**src/rtl/priority_dec_pulse_v.sv**
```systemverilog
`default_nettype none
// ---------------------------------------------------------------------------
// priority_dec_pulse_v: decodes a binary line code to a one-hot select and
// drives it for HOLD_CYCLES, with a one-entry pending slot.  Rev 1.0
// ---------------------------------------------------------------------------
module priority_dec_pulse_v #(
  parameter int CODE_W      = 2,
  parameter int HOLD_CYCLES = 4,
  parameter int GAP_CYCLES  = 1
) (
  input  logic                     i_clk,
  input  logic                     i_rst_n,
  input  logic [CODE_W-1:0]        i_code,
  input  logic                     i_valid,
  output logic                     o_ready,
  input  logic                     i_abort,
  output logic [(2**CODE_W)-1:0]   o_onehot,
  output logic                     o_active,
  output logic [CODE_W-1:0]        o_code_q,
  output logic                     o_done
);

  localparam int ONEHOT_W = 2**CODE_W;
  localparam int MAX_CNT  = (HOLD_CYCLES > GAP_CYCLES) ? HOLD_CYCLES : GAP_CYCLES;
  localparam int CNT_W    = $clog2(MAX_CNT + 1);
  localparam logic [CNT_W-1:0] HOLD_LOAD = CNT_W'(HOLD_CYCLES - 1);
  localparam logic [CNT_W-1:0] GAP_LOAD  = CNT_W'((GAP_CYCLES > 0) ? GAP_CYCLES - 1 : 0);

  typedef enum logic [1:0] {
    ST_IDLE = 2'd0,
    ST_HOLD = 2'd1,
    ST_GAP  = 2'd2
  } state_e;

  state_e                state_q, state_d;
  logic [CNT_W-1:0]      cnt_q, cnt_d;
  logic [ONEHOT_W-1:0]   onehot_q, onehot_d;
  logic [CODE_W-1:0]     code_q, code_d;
  logic                  pend_valid_q, pend_valid_d;
  logic [CODE_W-1:0]     pend_code_q, pend_code_d;

  logic                  w_xfer;
  logic                  w_nxt_v;
  logic [CODE_W-1:0]     w_nxt_code;

  function automatic logic [ONEHOT_W-1:0] decode(input logic [CODE_W-1:0] c);
    logic [ONEHOT_W-1:0] r;
    r    = '0;
    r[c] = 1'b1;
    return r;
  endfunction

  assign o_ready  = i_rst_n & ~pend_valid_q & ~i_abort;
  assign w_xfer   = i_valid & o_ready;
  // A code accepted on the consuming edge is forwarded as if it were pending,
  // so IDLE is never entered with an entry outstanding.
  assign w_nxt_v    = pend_valid_q | w_xfer;
  assign w_nxt_code = pend_valid_q ? pend_code_q : i_code;

  assign o_onehot = onehot_q;
  assign o_active = (state_q == ST_HOLD);
  assign o_code_q = code_q;
  assign o_done   = (state_q == ST_HOLD) & (cnt_q == '0) & ~i_abort;

  always_comb begin
    state_d      = state_q;
    cnt_d        = cnt_q;
    onehot_d     = onehot_q;
    code_d       = code_q;
    pend_valid_d = pend_valid_q;
    pend_code_d  = pend_code_q;

    if (i_abort) begin
      state_d      = ST_IDLE;
      cnt_d        = '0;
      onehot_d     = '0;
      pend_valid_d = 1'b0;
    end else begin
      case (state_q)
        ST_IDLE: begin
          if (w_xfer) begin
            state_d  = ST_HOLD;
            cnt_d    = HOLD_LOAD;
            onehot_d = decode(i_code);
            code_d   = i_code;
          end
        end
        ST_HOLD: begin
          if (cnt_q == '0) begin
            if (GAP_CYCLES > 0) begin
              state_d      = ST_GAP;
              cnt_d        = GAP_LOAD;
              onehot_d     = '0;
              pend_valid_d = w_nxt_v;
              pend_code_d  = w_nxt_code;
            end else if (w_nxt_v) begin
              state_d      = ST_HOLD;
              cnt_d        = HOLD_LOAD;
              onehot_d     = decode(w_nxt_code);
              code_d       = w_nxt_code;
              pend_valid_d = 1'b0;
            end else begin
              state_d  = ST_IDLE;
              onehot_d = '0;
            end
          end else begin
            cnt_d = cnt_q - CNT_W'(1);
            if (w_xfer) begin
              pend_valid_d = 1'b1;
              pend_code_d  = i_code;
            end
          end
        end
        ST_GAP: begin
          if (cnt_q == '0) begin
            if (w_nxt_v) begin
              state_d      = ST_HOLD;
              cnt_d        = HOLD_LOAD;
              onehot_d     = decode(w_nxt_code);
              code_d       = w_nxt_code;
              pend_valid_d = 1'b0;
            end else begin
              state_d = ST_IDLE;
            end
          end else begin
            cnt_d = cnt_q - CNT_W'(1);
            if (w_xfer) begin
              pend_valid_d = 1'b1;
              pend_code_d  = i_code;
            end
          end
        end
        default: begin
          state_d      = ST_IDLE;
          cnt_d        = '0;
          onehot_d     = '0;
          pend_valid_d = 1'b0;
        end
      endcase
    end
  end

  always_ff @(posedge i_clk or negedge i_rst_n) begin
    if (!i_rst_n) begin
      state_q      <= ST_IDLE;
      cnt_q        <= '0;
      onehot_q     <= '0;
      code_q       <= '0;
      pend_valid_q <= 1'b0;
      pend_code_q  <= '0;
    end else begin
      state_q      <= state_d;
      cnt_q        <= cnt_d;
      onehot_q     <= onehot_d;
      code_q       <= code_d;
      pend_valid_q <= pend_valid_d;
      pend_code_q  <= pend_code_d;
    end
  end

endmodule
`default_nettype wire

```
**config.mk**
```make
export PLATFORM = sky130hd
export DESIGN_NAME = priority_dec_pulse_v
export DESIGN_NICKNAME = d
export VERILOG_FILES = /design/src/rtl/priority_dec_pulse_v.sv
export SDC_FILE = /design/constraint.sdc
export NUM_CORES = 1
export LEC_CHECK = 0
export BUFFER_PORTS_ARGS = -buffer_cell sky130_fd_sc_hd__buf_2
export CAP_MARGIN = 40
export CORE_ASPECT_RATIO = 0.9
export CORE_MARGIN = 8
export CORE_UTILIZATION = 35
export DETAILED_ROUTE_END_ITERATION = 8
export PLACE_DENSITY = 0.5
export SYNTH_ARGS = -nofsm -noshare
export SYNTH_HDL_FRONTEND = slang
export SYNTH_SLANG_ARGS = --single-unit
```
**constraint.sdc**
```tcl
create_clock -name i_clk -period 2.35 [get_ports i_clk]
set_input_delay 0.235 -clock i_clk [delete_from_list [all_inputs] [get_ports i_clk]]
set_output_delay 0.235 -clock i_clk [all_outputs]
set_load 0.005 [all_outputs]
```
==> impl_metrics.tcl, run 1 <==
set metrics [dict create \
    final.setup.tns_ps 0 \
    wl_mm 2.02 \
    arrival_ps 2290 \
    layoutNonFillerInstCount 143 \
    startpoint "state_q[0]" \
    synth_cell_type_count 37 \
    post-place-ws_ps 225 \
    power_frac_clock 0.121 \
    max_clock_freq_ghz 0.470 \
    grt_usage 0.0946 \
    worst_slew_pin_slew_ps 414 \
    finalHoldViolations 0 \
    r2r-end "o_code_q[1]" \
    fin_total_pwr_mw 1.09 \
    fin_nets 126 \
    grt_max_degree 20 \
    drtPass1Iterations 4 \
    setup.worst_path.end "o_code_q[1]" \
    skew_ps 3.39 \
    synth_ff_type "dfrtp_1" \
    routed_via_density 5.54 \
    fin_util 0.410 \
    relSlewSlack 0.724 \
    ys_seq_area_frac 0.359 \
    io-pin-count 15 \
    antenna_left 0 \
    vias 792 \
    grt_pass1_vias 752 \
    r2r_cells 6 \
    area_growth_pct 13.3 \
    diodes 0 \
    pwr-share-seq 0.358 \
    internal_power_uw 652 \
    crit_fanout 8 \
    cts_num_sinks 14 \
    powerDensity_mw_per_mm2 988 \
    clock_path_buffers 2 \
    comb_power_share 0.521 \
    post-route-drc-count 0 \
    dp.cells 139 \
    placed_cell_area_mm2 0.00107 \
    cp_data_required_time_ps 2510 \
    r2r-start "state_q[0]" \
    gr-total-overflow 0 \
    wire_per_inst_um 14.1 \
    core-area_mm2 0.00270 \
    drt_first_iter_violations 20 \
    rrSetupSlack_ps 220 \
    die_w_um 71.7 \
    grt_pass1_wl_mm 3.54 \
    p_sw_frac 0.405 \
    drv_cap 0 \
    final_cell_area_mm2 0.00111 \
    place.gp.congestion 0.801 \
    cts_max_level 1 \
    io_buffers 14 \
    holdWs_ps 294 \
    hpwl_mm 1.53 \
    syn_avg_cell_area_um2 9.87 \
    finalCritPeriodShare 0.905 \
    start_kind "flip-flop" \
    slew_violations 0 \
    post_cts_resize_count 0 \
    critPathCaptureType "flip-flop" \
    netlist_area_um2 977 \
    synth_edf_count 0 \
    antenna_found_initial 0 \
    cts_tree "built" \
    final_cell_mix "dfrtp_1, buf_2, mux2_2" \
    synth_seq_cells 14 \
    p_switching_uw 443 \
    ir_drop_uv 388 \
    root_buffer "clkbuf_4" \
    die_height_um 66.1 \
    finalSetupViolCount 0 \
    syn-num-nets 110 \
    worstHoldPathType "primary input to flip-flop" \
    clkTransAtPathRegs_ps 80 \
    cts_buffers 3 \
    synth_warnings 0 \
    worst_slack_ps 224 \
    rsz0062_at_grt "false" \
    async_flop_share 1.00 \
    layout-drive-gt1-share 0.274 \
    die_area_mm2 0.00474 \
    start_util 0.362 \
    p_leak_nw 0.501 \
    critical_path_class "flip-flop to flip-flop" \
    synth_cells 99 \
    rows 18 \
    min_period_ps 2130 \
    status "complete, no violations" \
    clk_latency_ps 280 \
]
-- state kept, by name, summed over array words and instances (netlist names) --
name and cells:
cnt_q 3, o_code_q 2, o_onehot 4, pend_code_q 2, pend_valid_q 1, state_q 2
-- worst max-delay path, cell delays in order, from the launching register on --
cell and delay [ps]:
dfrtp_1 420, inv_1 110, ha_1 280, or4b_4 520, a21o_1 190, a21oi_2 160, mux2_1 330
-- power groups by stage --
stage | Clock [mW] | Sequential, mW | Combinational [mW]
final | 0.133 | 0.392 | 0.570
after global routing | 0.153 | 0.403 | 0.641
after CTS | 0.144 | 0.392 | 0.576
after detailed placement | 0 | 0.396 | 0.570
after global placement | 0 | 0.396 | 0.574
after floorplan | 0 | 0.381 | 0.422
-- synth_stat cells (2+ instances only) --
| library cell | n | area, um2 |
|---|---|---|
| nor2b_1 | 5 | 31.3 |
| dfrtp_1 | 14 | 350 |
| nor3_1 | 3 | 15.0 |
| nand2b_1 | 3 | 18.8 |
| ha_1 | 5 | 62.6 |
| mux2_1 | 2 | 22.5 |
| a21o_1 | 2 | 15.0 |
| a22o_1 | 2 | 17.5 |
| a21oi_1 | 6 | 30.0 |
| inv_1 | 3 | 11.3 |
| nor3b_1 | 2 | 15.0 |
| mux2i_1 | 3 | 30.0 |
| a31oi_1 | 2 | 12.5 |
| nor2_1 | 6 | 22.5 |
| mux2_2 | 8 | 90.1 |
| nand3b_1 | 2 | 15.0 |
| o21ai_0 | 3 | 15.0 |
| or3_1 | 2 | 12.5 |
| buf_2 | 2 | 10.0 |
| clkbuf_1 | 4 | 15.0 |
| nand2_1 | 4 | 15.0 |
-- routing by layer --
metal  share of wire  vias up  GRT usage
met5               0        -          0
met4          0.0074        0     0.0305
met3           0.089        2     0.0485
met2            0.41       31      0.128
met1            0.49      363      0.125
li1                -      396          -
-- area by class of cell --
class / count / area [um2]
clock buffers: 3 / 22.5
inverters: 3 / 11.3
repair buffers: 17 / 95.1
fillers: 270 / 1600
multi-input cells: 76 / 591
flip-flops and latches: 14 / 350
well taps: 30 / 37.5
-- logic make-up (layout without fill, tap and decap cells) --
logic type               after synthesis  after routing  synth area share
AO/OA/AOI/OAI                         26             26             0.204
adder cells (fa/ha/maj)                5              5            0.0640
buffers and inverters                  9             23            0.0371
flip-flops                            14             14             0.359
multiplexers                          13             13             0.146
AND/OR/NAND/NOR                       32             32             0.191
-- repair_timing --
action | 4_1_cts | 5_1_grt
setup buffers | 0 | 0
endpoints found under the setup margin | 0 | 0
hold buffers | 1 | 0
hold endpoints to repair | 14 | 0
-- how the worst min path moves through the flow --
| stage | startpoint | to | slack, ps | cells past startpoint |
|---|---|---|---|---|
| finish | i_code[1] | pend_code_q[1] | 290 | 2 |
| global route | i_code[0] | pend_code_q[0] | 290 | 2 |
| CTS | i_code[1] | pend_code_q[1] | 280 | 2 |
| detailed placement | i_rst_n | cnt_q[0] | 190 | 1 |
| global placement | i_rst_n | cnt_q[0] | 190 | 1 |
| floorplan | i_rst_n | cnt_q[0] | -60 | 0 |
Power figures use the tool's default switching activity.
==> inputs of run 2 (changes only) <==
--- a/config.mk
+++ b/config.mk
@@ -7,11 +7,13 @@
 export LEC_CHECK = 0
 export BUFFER_PORTS_ARGS = -buffer_cell sky130_fd_sc_hd__buf_2
 export CAP_MARGIN = 40
+export CELL_PAD_IN_SITES_DETAIL_PLACEMENT = 1
+export CELL_PAD_IN_SITES_GLOBAL_PLACEMENT = 1
 export CORE_ASPECT_RATIO = 0.9
 export CORE_MARGIN = 8
-export CORE_UTILIZATION = 35
+export CORE_UTILIZATION = 40
 export DETAILED_ROUTE_END_ITERATION = 8
-export PLACE_DENSITY = 0.5
+export PLACE_DENSITY = 0.7
 export SYNTH_ARGS = -nofsm -noshare
 export SYNTH_HDL_FRONTEND = slang
 export SYNTH_SLANG_ARGS = --single-unit
==> impl_metrics.tcl, run 2 (synthesis gave the netlist of run 1 again) <==
set metrics [dict create \
    worst_slack_ps 205 \
    place.gp.congestion 0.806 \
    fin_nets 126 \
    worstHoldPathType "primary input to flip-flop" \
    drt_first_iter_violations 14 \
    post_cts_resize_count 0 \
    die_w_um 68.1 \
    drv_cap 0 \
    post-place-ws_ps 194 \
    cts_num_sinks 14 \
    antenna_left 0 \
    skew_ps 5.63 \
    r2r_cells 6 \
    final.setup.tns_ps 0 \
    clk_latency_ps 270 \
    relSlewSlack 0.722 \
    grt_usage 0.118 \
    cts_max_level 1 \
    clock_path_buffers 2 \
    antenna_found_initial 0 \
    register_area_um2 350 \
    powerDensity_mw_per_mm2 1000 \
    diodes 0 \
    cp_data_required_time_ps 2510 \
    cp_slowest_cell "or4b_4" \
    core-area_mm2 0.00238 \
    post-route-drc-count 0 \
    num-fill-cells 276 \
    cp_cell_sequence "inv_1 > ha_1 > or4b_4 > a2111oi_4 > nor3_1 > a22o_1" \
    largest_reg_flops 4 \
    hold-path-cell-count 2 \
    critPathCaptureType "flip-flop" \
    min_period_ps 2140 \
    die_area_mm2 0.00428 \
    rows 17 \
    finalCritPeriodShare 0.913 \
    rsz0062_at_grt "false" \
    area_growth_pct 13.1 \
    arrival_ps 2310 \
    fin_total_pwr_mw 1.11 \
    max_clock_freq_ghz 0.466 \
    vias 790 \
    worst_slew_pin_slew_ps 417 \
    drtPass1Iterations 4 \
    grt_pass1_wl_mm 3.94 \
    crit_fanout 6 \
    multiInputGateArea_um2 591 \
    post_cts_buffers 0 \
    wire_per_inst_um 16.1 \
    start_util 0.410 \
    wl_mm 2.27 \
    ctsHoldBuffers 1 \
    finalHoldViolations 0 \
    io_buffers 14 \
    fin_util 0.464 \
    grt_pass1_vias 822 \
    gr-total-overflow 0 \
    p_leak_nw 0.501 \
    cts_tree "built" \
    final_cell_mix "dfrtp_1, buf_2, mux2_2" \
    ir_drop_uv 544 \
    die_height_um 62.9 \
    grt_max_degree 20 \
    cpPeakStageDelay_ps 510 \
    clkTransAtPathRegs_ps 80 \
    holdWs_ps 292 \
    hpwl_mm 1.75 \
    layout-drive-gt1-share 0.274 \
    io-pin-count 15 \
    routed_via_density 5.60 \
    status "complete, no violations" \
    root_buffer "clkbuf_4" \
    cts_buffers 3 \
    finalSetupViolCount 0 \
    start_kind "flip-flop" \
    slew_violations 0 \
    critical_path_class "flip-flop to flip-flop" \
]
-- run 2: worst paths after layout --
| kind | startpoint | endpoint | slack (ps) |
|---|---|---|---|
| min in group asynchronous | i_rst_n | pend_code_q[1] | 410 |
| max in group asynchronous | i_rst_n | o_onehot[3] | 1670 |
| max | state_q[0] | cnt_q[0] | 210 |
| min reg2reg | o_code_q[0] | o_code_q[0] | 510 |
| max reg2reg | state_q[0] | cnt_q[0] | 210 |
| min | i_code[1] | pend_code_q[1] | 290 |
-- run 2: per-stage QoR --
step           instance area [um2]  cells
5_1_grt                       1100    141
4_1_cts                       1100    141
2_1_floorplan                  977     99
3_3_place_gp                  1070    137
6_report                      1100    141
3_5_place_dp                  1070    137
-- run 2: report_power, final --
| part | switching, mW | internal, mW | leakage, nW | total [mW] |
|---|---|---|---|---|
| clock | 0.0726 | 0.0593 | 0.0138 | 0.132 |
| sequential | 0.0754 | 0.322 | 0.181 | 0.398 |
| combinational | 0.308 | 0.270 | 0.306 | 0.578 |
| total | 0.456 | 0.652 | 0.501 | 1.11 |
-- run 2: cell type report --
class	count	share of cell area
timing repair buffer	17	0.0861
tap	28	0.0317
inverter	3	0.0102
sequential	14	0.317
clock buffer	3	0.0204
multi-input combinational	76	0.535
-- run 2: per-layer routing --
metal	track usage	routed length, um	vias to the layer above	part of all wire
met3	0.0430	85	2	0.037
met4	0.0307	14	0	0.0062
met5	0	0	-	0
met1	0.155	1100	383	0.48
li1	-	-	392	-
met2	0.174	1070	13	0.47
-- run 2: critical path, delay by kind of cell (launching register included) --
kind                       cells  cell delay [ps]
adders and majority gates      1              240
buffers and inverters          1              120
AOI/OAI and AO/OA              2              640
DFF                            1              430
and+or+nand+nor                2              600
==> inputs of run 3 (changes only) <==
--- a/config.mk
+++ b/config.mk
@@ -9,7 +9,7 @@
 export CAP_MARGIN = 40
 export CELL_PAD_IN_SITES_DETAIL_PLACEMENT = 1
 export CELL_PAD_IN_SITES_GLOBAL_PLACEMENT = 1
-export CORE_ASPECT_RATIO = 0.9
+export CORE_ASPECT_RATIO = 1.25
 export CORE_MARGIN = 8
 export CORE_UTILIZATION = 40
 export DETAILED_ROUTE_END_ITERATION = 8
==> constraint.sdc (replaced) <==
create_clock -name i_clk -period 2.35 [get_ports i_clk]
set_input_delay 0.1175 -clock i_clk [delete_from_list [all_inputs] [get_ports i_clk]]
set_output_delay 0.1175 -clock i_clk [all_outputs]
set_load 0.005 [all_outputs]
==> impl_metrics.tcl, run 3 (synthesis gave the netlist of run 1 again) <==
set metrics [dict create \
    status "complete, no violations" \
    holdWs_ps 166 \
    cts_num_sinks 14 \
    critPathCaptureType "flip-flop" \
    cp_num_buf_inv 2 \
    power_frac_clock 0.156 \
    pwr-share-seq 0.348 \
    clock_path_buffers 2 \
    internal_power_uw 686 \
    start_util 0.411 \
    vias 818 \
    diodes 0 \
    worst_slew_pin_slew_ps 417 \
    finalCritPeriodShare 0.914 \
    ir_drop_uv 502 \
    comb_power_share 0.496 \
    drv_cap 0 \
    largest_reg_flops 4 \
    grt_usage 0.128 \
    antenna_left 0 \
    io_buffers 14 \
    crit_family "simple AND/OR/NAND/NOR gates" \
    num-fill-cells 288 \
    post_cts_resize_count 0 \
    rows 20 \
    place.gp.congestion 0.816 \
    hpwl_mm 1.86 \
    clk_latency_ps 290 \
    die_w_um 60.2 \
    wire_per_inst_um 17.0 \
    post_cts_buffers 0 \
    cp_slowest_cell "dfrtp_1" \
    slew_violations 0 \
    cp_cell_sequence "inv_1 > ha_1 > buf_4 > or2_2 > nor2b_1 > a31oi_1 > mux2_2" \
    finalSetupViolCount 0 \
    cts_max_level 1 \
    cpPeakStageDelay_ps 420 \
    root_buffer "clkbuf_4" \
    grt_max_degree 20 \
    layout-drive-gt1-share 0.281 \
    gr-total-overflow 0 \
    final.setup.tns_ps 0 \
    p_leak_nw 0.509 \
    die_height_um 71.3 \
    max_clock_freq_ghz 0.466 \
    start_kind "flip-flop" \
    cts_buffers 3 \
    worstHoldPathType "primary input to flip-flop" \
    post-route-drc-count 0 \
    relSlewSlack 0.722 \
    skew_ps 14.8 \
    antenna_found_initial 0 \
    die_area_mm2 0.00429 \
    min_period_ps 2150 \
    core-area_mm2 0.00238 \
    area_growth_pct 15.1 \
    drt_first_iter_violations 15 \
    final_cell_mix "dfrtp_1, buf_2, mux2_2" \
    wl_mm 2.51 \
    grt_pass1_wl_mm 4.25 \
    layoutNonFillerInstCount 147 \
    register_area_um2 350 \
    cts_tree "built" \
    crit_fanout 13 \
    multiInputGateArea_um2 591 \
    arrival_ps 2320 \
    fin_util 0.473 \
    clkTransAtPathRegs_ps 100 \
    cp_data_required_time_ps 2520 \
    grt_pass1_vias 898 \
    ctsHoldBuffers 1 \
    p_switching_uw 479 \
    p_sw_frac 0.411 \
    io-pin-count 15 \
    fin_nets 126 \
    finalHoldViolations 0 \
    critical_path_class "flip-flop to flip-flop" \
    powerDensity_mw_per_mm2 1040 \
    routed_via_density 5.56 \
    drtPass1Iterations 4 \
    dp.cells 142 \
    rsz0062_at_grt "false" \
]
## run 3: cell types whose count changed in the layout (fill, tap and decap cells not counted), sizes merged
cell | previous run | this run
clkbuf | 3 | 4
## run 3: power by group through the flow
| stage | clock network [mW] | registers [mW] | logic, mW |
|---|---|---|---|
| after detailed placement | 0 | 0.407 | 0.581 |
| after global placement | 0 | 0.400 | 0.571 |
| final | 0.181 | 0.406 | 0.578 |
| after global routing | 0.195 | 0.417 | 0.652 |
| after floorplan | 0 | 0.381 | 0.422 |
| after CTS | 0.189 | 0.404 | 0.587 |
## run 3: worst register-to-register path, cell delays in order, from the launching register on
cell and delay, ps:
dfrtp_1 420, inv_1 100, ha_1 230, buf_4 180, or2_2 340, nor2b_1 140
a31oi_1 260, mux2_2 360
## run 3: worst paths after layout
path / start / endpoint / slack, ps / depth (start not counted)
setup reg to reg: state_q[0] / pend_code_q[1] / 200 / 7
min in group asynchronous: i_rst_n / state_q[1] / 270 / 2
max in group asynchronous: i_rst_n / o_onehot[3] / 1770 / 2
setup / recovery: state_q[0] / pend_code_q[1] / 200 / 7
hold reg to reg: o_code_q[0] / o_code_q[0] / 510 / 1
hold / removal: i_valid / pend_valid_q / 170 / 3
## run 3: final cells by class
cell class                 instances  share of cell area
multi-input combinational         76               0.525
sequential                        14               0.311
timing repair buffer              17              0.0845
tap                               33              0.0367
clock buffer                       4              0.0323
inverter                           3              0.0100
## run 3: through the flow
step	power [mW]	cell area [um2]	setup slack [ps]
final	1.17	1120	202
after global routing	1.26	1120	87.7
after CTS	1.18	1120	209
after detailed placement	0.989	1080	232
after global placement	0.971	1080	300
after floorplan	0.802	977	388
## run 3: routing by layer
layer  GRT usage  routed length (um)  up-vias
met4      0.0479                  33        0
met2       0.223                1310       11
met5           0                   0        -
met1       0.148                1100      410
li1            -                   -      393
met3      0.0233                  70        4
